$ cat config.mk
export PLATFORM = sky130hd
export DESIGN_NAME = mem_responder
export DESIGN_NICKNAME = d
export VERILOG_FILES = /design/src/rtl/mem_responder.sv
export SDC_FILE = /design/constraint.sdc
export NUM_CORES = 2
export LEC_CHECK = 0
export CAP_MARGIN = 30
export CORE_MARGIN = 2
export CORE_UTILIZATION = 58
export CTS_BUF_LIST = sky130_fd_sc_hd__clkbuf_4
export DETAILED_ROUTE_END_ITERATION = 7
export PLACE_DENSITY = 0.78
export SYNTH_ARGS = -nofsm -noshare
export SYNTH_HDL_FRONTEND = slang
export SYNTH_SLANG_ARGS = --single-unit
$ cat constraint.sdc
create_clock -name clk_i -period 34.4 [get_ports clk_i]
set_input_delay 5.16 -clock clk_i [delete_from_list [all_inputs] [get_ports clk_i]]
set_output_delay 5.16 -clock clk_i [all_outputs]
set_load 0.01 [all_outputs]
$ cat src/rtl/mem_responder.sv
// Fixed-latency single-port memory responder: accepts one request at a time,
// stalls the CPU while busy and completes with a one-cycle ack carrying read data and a fault flag.
module mem_responder #(
  parameter int DEPTH   = 32,
  parameter int LATENCY = 3
) (
  input  logic        clk_i,
  input  logic        rst_i,
  input  logic        req_i,
  input  logic        we_i,
  input  logic [31:0] addr_i,
  input  logic [31:0] wdata_i,
  output logic        stall_o,
  output logic        ack_o,
  output logic [31:0] rdata_o,
  output logic        err_o
);

  localparam int          AW       = (DEPTH > 1) ? $clog2(DEPTH) : 1;
  localparam logic [31:0] LIMIT    = 32'(4 * DEPTH);
  localparam logic [3:0]  CNT_LOAD = 4'(LATENCY - 1);

  typedef enum logic [1:0] {
    IDLE = 2'd0,
    BUSY = 2'd1,
    DONE = 2'd2
  } state_t;

  state_t          state_q;
  logic [3:0]      cnt_q;
  logic            we_q;
  logic            fault_q;
  logic [AW-1:0]   idx_q;
  logic [31:0]     wdata_q;
  logic [31:0]     rdata_q;
  logic            ack_q;
  logic            err_q;
  logic [31:0]     mem_q [DEPTH];
  logic            finish_d;
  logic            wr_en_d;

  // Misaligned or beyond the last storage word.
  function automatic logic addr_fault(input logic [31:0] addr);
    return (addr[1:0] != 2'b00) || (addr >= LIMIT);
  endfunction

  // Completion strobe, storage write enable and the combinational stall.
  always_comb begin
    finish_d = (state_q == BUSY) && (cnt_q == 4'd0);
    wr_en_d  = finish_d && we_q && !fault_q;
    stall_o  = ((state_q == IDLE) && req_i) || (state_q == BUSY);
  end

  // Request FSM with registered ack/err/rdata.
  always_ff @(posedge clk_i or posedge rst_i) begin
    if (rst_i) begin
      state_q <= IDLE;
      cnt_q   <= 4'd0;
      we_q    <= 1'b0;
      fault_q <= 1'b0;
      idx_q   <= '0;
      wdata_q <= 32'd0;
      rdata_q <= 32'd0;
      ack_q   <= 1'b0;
      err_q   <= 1'b0;
    end else begin
      case (state_q)
        IDLE: begin
          ack_q <= 1'b0;
          err_q <= 1'b0;
          if (req_i) begin
            we_q    <= we_i;
            fault_q <= addr_fault(addr_i);
            idx_q   <= addr_i[AW+1:2];
            wdata_q <= wdata_i;
            cnt_q   <= CNT_LOAD;
            state_q <= BUSY;
          end
        end
        BUSY: begin
          if (cnt_q == 4'd0) begin
            state_q <= DONE;
            ack_q   <= 1'b1;
            err_q   <= fault_q;
            // rdata_o only moves on read completion, faulted reads return zero.
            if (!we_q) begin
              rdata_q <= fault_q ? 32'd0 : mem_q[idx_q];
            end
          end else begin
            cnt_q <= cnt_q - 4'd1;
          end
        end
        DONE: begin
          state_q <= IDLE;
          ack_q   <= 1'b0;
          err_q   <= 1'b0;
        end
        default: begin
          state_q <= IDLE;
          ack_q   <= 1'b0;
          err_q   <= 1'b0;
        end
      endcase
    end
  end

  // Storage array, cleared by reset and written on the edge entering DONE.
  always_ff @(posedge clk_i or posedge rst_i) begin
    if (rst_i) begin
      for (int i = 0; i < DEPTH; i++) begin
        mem_q[i] <= 32'd0;
      end
    end else if (wr_en_d) begin
      mem_q[idx_q] <= wdata_q;
    end
  end

  assign ack_o   = ack_q;
  assign err_o   = err_q;
  assign rdata_o = rdata_q;

endmodule

==> flow_metrics.env <==
export IMPL_status="completed"
export IMPL_fillers=6083
export IMPL_ctsResizeCount=0
export IMPL_cts_htree_levels=5
export IMPL_crit_chain="clkdlybuf4s50_1 > nor2_1 > nor2_1 > clkdlybuf4s50_1"
export IMPL_die_x_um=295
export IMPL_final_layout_size_suffix_gt1_frac=0.420
export IMPL_clkSinkCount=1103
export IMPL_synth_seq_area_share=0.560
export IMPL_syn_cell_area_mm2=0.0492
export IMPL_syn_avg_cell_area_um2=14.0
export IMPL_leakage_nw=27.1
export IMPL_critPathSlowestCell="clkdlybuf4s50_1"
export IMPL_max_freq_mhz=86.3
export IMPL_r2r_start="idx_q[0]"
export IMPL_use_met3=0.0696
export IMPL_p_clk_frac=0.342
export IMPL_use_met2=0.487
export IMPL_min_delay_start="mem_q[179]"
export IMPL_crit_fanout=3
export IMPL_grt_start_max_net_pins=190
export IMPL_synthSimpleGateAreaFrac=0.0237
export IMPL_slew_violations=0
export IMPL_clk_latency_ns=1.17
export IMPL_cts_made_buffers=303
export IMPL_cts_setup_buffers=0
export IMPL_vias_per_cell=6.29
export IMPL_die_height_um=295
export IMPL_synth_cells=3514
export IMPL_synth_xor_area_frac=0.000356
export IMPL_place_congestion=0.810
export IMPL_initial_core_util=0.588
export IMPL_grt_usage=0.309
export IMPL_synth_main_ff_cell="dfrtp_1"
export IMPL_rsz0062_at_grt="no"
export IMPL_pin_count=103
export IMPL_p_int_mw=2.12
export IMPL_path_clk_slew_ns=0.05
export IMPL_grt_overflow=0
export IMPL_drc=0
export IMPL_vdd_drop_max_mv=0.0939
export IMPL_hold_path_cell_count=1
export IMPL_finalClockSkew_ns=0.109
export IMPL_wl_per_cell_um=26.6
export IMPL_power_frac_comb=0.176
export IMPL_p_sw_mw=1.06
export IMPL_synth_top_cell_by_area="dfrtp_1"
export IMPL_antenna_found_initial=2
export IMPL_r2r_cells=9
export IMPL_core_area_mm2=0.0838
export IMPL_cp_top_family="buffers and inverters"
export IMPL_synth_cell_type_count=38
export IMPL_synth_area_mux_share=0.347
export IMPL_die_area_mm2=0.0873
export IMPL_worstSetupPathType="in2out"
export IMPL_synth_edf_count=0
export IMPL_syn_nets=3584
export IMPL_postRouteWirelength_um=132000
export IMPL_post_route_util=0.654
export IMPL_hold_viol_final=0
export IMPL_grt_busiest_layer="met2"
export IMPL_io_buffers=102
export IMPL_dr_total_vias=31300
export IMPL_netlist_area_leader_share=0.560
export IMPL_fin_nets=3739
export IMPL_synth_adder_area_share=0.000508
export IMPL_hpwlAfterDp_um=72300
export IMPL_synth_top_family_by_area="multiplexers"
export IMPL_worstSetupStartpointType="primary input"
export IMPL_reg2reg_setup_slack_ns=29.35
export IMPL_worstHoldEndpoint="mem_q[179]"
export IMPL_timing_rr_end="rdata_o[8]"
export IMPL_cts_tree="yes"
export IMPL_synth_compound_area_share=0.0387
export IMPL_required_ns=29.24
export IMPL_period_share=0.337
export IMPL_tightest_slew_ns=1.26
export IMPL_pwr_share_seq=0.482
export IMPL_grt_pass1_vias=33300
export IMPL_crit_path_end_kind="output port"
export IMPL_tns_ns=0
export IMPL_max_slew_margin=0.159
export IMPL_hold_buffers=0
export IMPL_period_needed_ns=11.58
export IMPL_drt_iter0_drc=2713
export IMPL_critical_path_buf_inv_count=2
export IMPL_num_rows=106
export IMPL_cap_violations=0
export IMPL_grt_pass1_wl_um=201000
export IMPL_worstPathArrival_ns=6.42
export IMPL_drtAntennaViolNets=0
export IMPL_yosys_top_cells_area="dfrtp_1 (56%), mux2_2 (24%), mux2i_1 (10%)"
export IMPL_yosys_warnings=0
export IMPL_hold_class="reg2reg"
export IMPL_finalSetupViolCount=0
export IMPL_synth_ff_latch_count=1103
export IMPL_power_density_mw_per_mm2=58.1
export IMPL_async_reset_ff_frac=1.00
export IMPL_syn_to_final_growth_pct=11.3
export IMPL_path_depth=4
export IMPL_clockBufferDepth=4
export IMPL_firstDrtPassIters=5
export IMPL_critPathMaxStageDelay_ns=0.56
export IMPL_swShare=0.334
export IMPL_grt_use_met1=0.410
export IMPL_root_buffer="clkbuf_4"
[power groups by stage]
stage | Combinational, mW | Clock [mW] | Sequential [mW]
floorplan | 0.504 | 0 | 1.38
global placement | 0.522 | 0 | 1.54
detailed placement | 0.535 | 0 | 1.55
CTS | 0.535 | 1.11 | 1.53
global route | 0.577 | 1.18 | 1.55
finish | 0.560 | 1.09 | 1.53
[flip-flops by register name (all words and copies together), names as in the netlist]
name,flops
ack_o,1
cnt_q,4
err_o,1
fault_q,1
idx_q,5
mem_q,1024
rdata_o,32
state_q,2
wdata_q,32
we_q,1
[through the flow]
step | instance area [µm²] | instances | hold slack, ns | total power [mW] | setup slack [ns]
final | 54800 | 4979 | 0.486 | 3.18 | 22.82
after global routing | 54800 | 4977 | 0.504 | 3.31 | 22.80
after detailed placement | 51100 | 4488 | 0.474 | 2.09 | 22.84
after CTS | 54500 | 4963 | 0.487 | 3.18 | 22.83
after global placement | 51000 | 4484 | 0.467 | 2.06 | 22.79
after floorplan | 49200 | 3514 | 0.457 | 1.89 | 14.02
[cell type report]
| type | instances | area [µm²] | area share |
|---|---|---|---|
| multi-input cells | 2071 | 20400 | 0.372 |
| repair buffers | 186 | 1940 | 0.0353 |
| diodes | 6 | 15.0 | 0.000274 |
| well taps | 1134 | 1420 | 0.0259 |
| inverters | 4 | 18.8 | 0.000342 |
| flip-flops and latches | 1103 | 27600 | 0.504 |
| clock inverters | 46 | 203 | 0.00370 |
| clock buffers | 429 | 3220 | 0.0588 |
[layer usage]
metal | share of wire | vias up | routed length, µm
met3 | 0.074 | 391 | 9800
met5 | 0 | - | 0
li1 | - | 13400 | -
met4 | 0.040 | 0 | 5230
met1 | 0.41 | 16300 | 54800
met2 | 0.47 | 1251 | 62500
[how the worst max path moves through the flow]
| stage | startpoint | to | slack (ns) |
|---|---|---|---|
| finish | req_i | stall_o | 22.82 |
| floorplan | rst_i | ack_o | 14.02 |
| global placement | req_i | stall_o | 22.79 |
| global route | req_i | stall_o | 22.80 |
| detailed placement | req_i | stall_o | 22.84 |
| CTS | req_i | stall_o | 22.83 |
[cells in the mapped netlist, types with 6 or more instances]
cell type / instances
a22o_1: 32
buf_1: 27
buf_2: 75
buf_4: 15
clkbuf_1: 215
dfrtp_1: 1103
mux2_1: 23
mux2_2: 1038
mux2i_1: 512
nand2_1: 50
nand3_1: 11
nand4bb_1: 6
nor2_1: 19
nor2b_1: 7
nor4_1: 71
o22ai_1: 256
[worst reg2reg max path: cells and delay by family (launching register included)]
family	cells	cell delay, ns
mux	1	0.29
buf+inv	4	2.53
flops	1	0.97
simple gates	2	0.78
compound gates	2	0.35
[cell usage in the layout (no fill, tap or decap), drive strengths merged, types with 6 or more instances in the layout]
master and count:
inv 12, nand3 11, clkdlybuf4s50 102, nor2 26, nor4 71, o22ai 256
dfrtp 1103, clkbuf 429, nor2b 7, nand4bb 6, nand2 50, clkinv 36
mux2i 512, buf 84, nor3 6, mux2 1061, diode 6, a22o 32
[cells by family after synthesis]
logic type	count (synthesis)
AOI/OAI and AO/OA	293
xor gates and xnor gates	2
adders and majority gates	2
buffers and inverters	340
DFF	1103
muxes	1573
and+or+nand+nor	201
(Power assumes the default switching activity.)
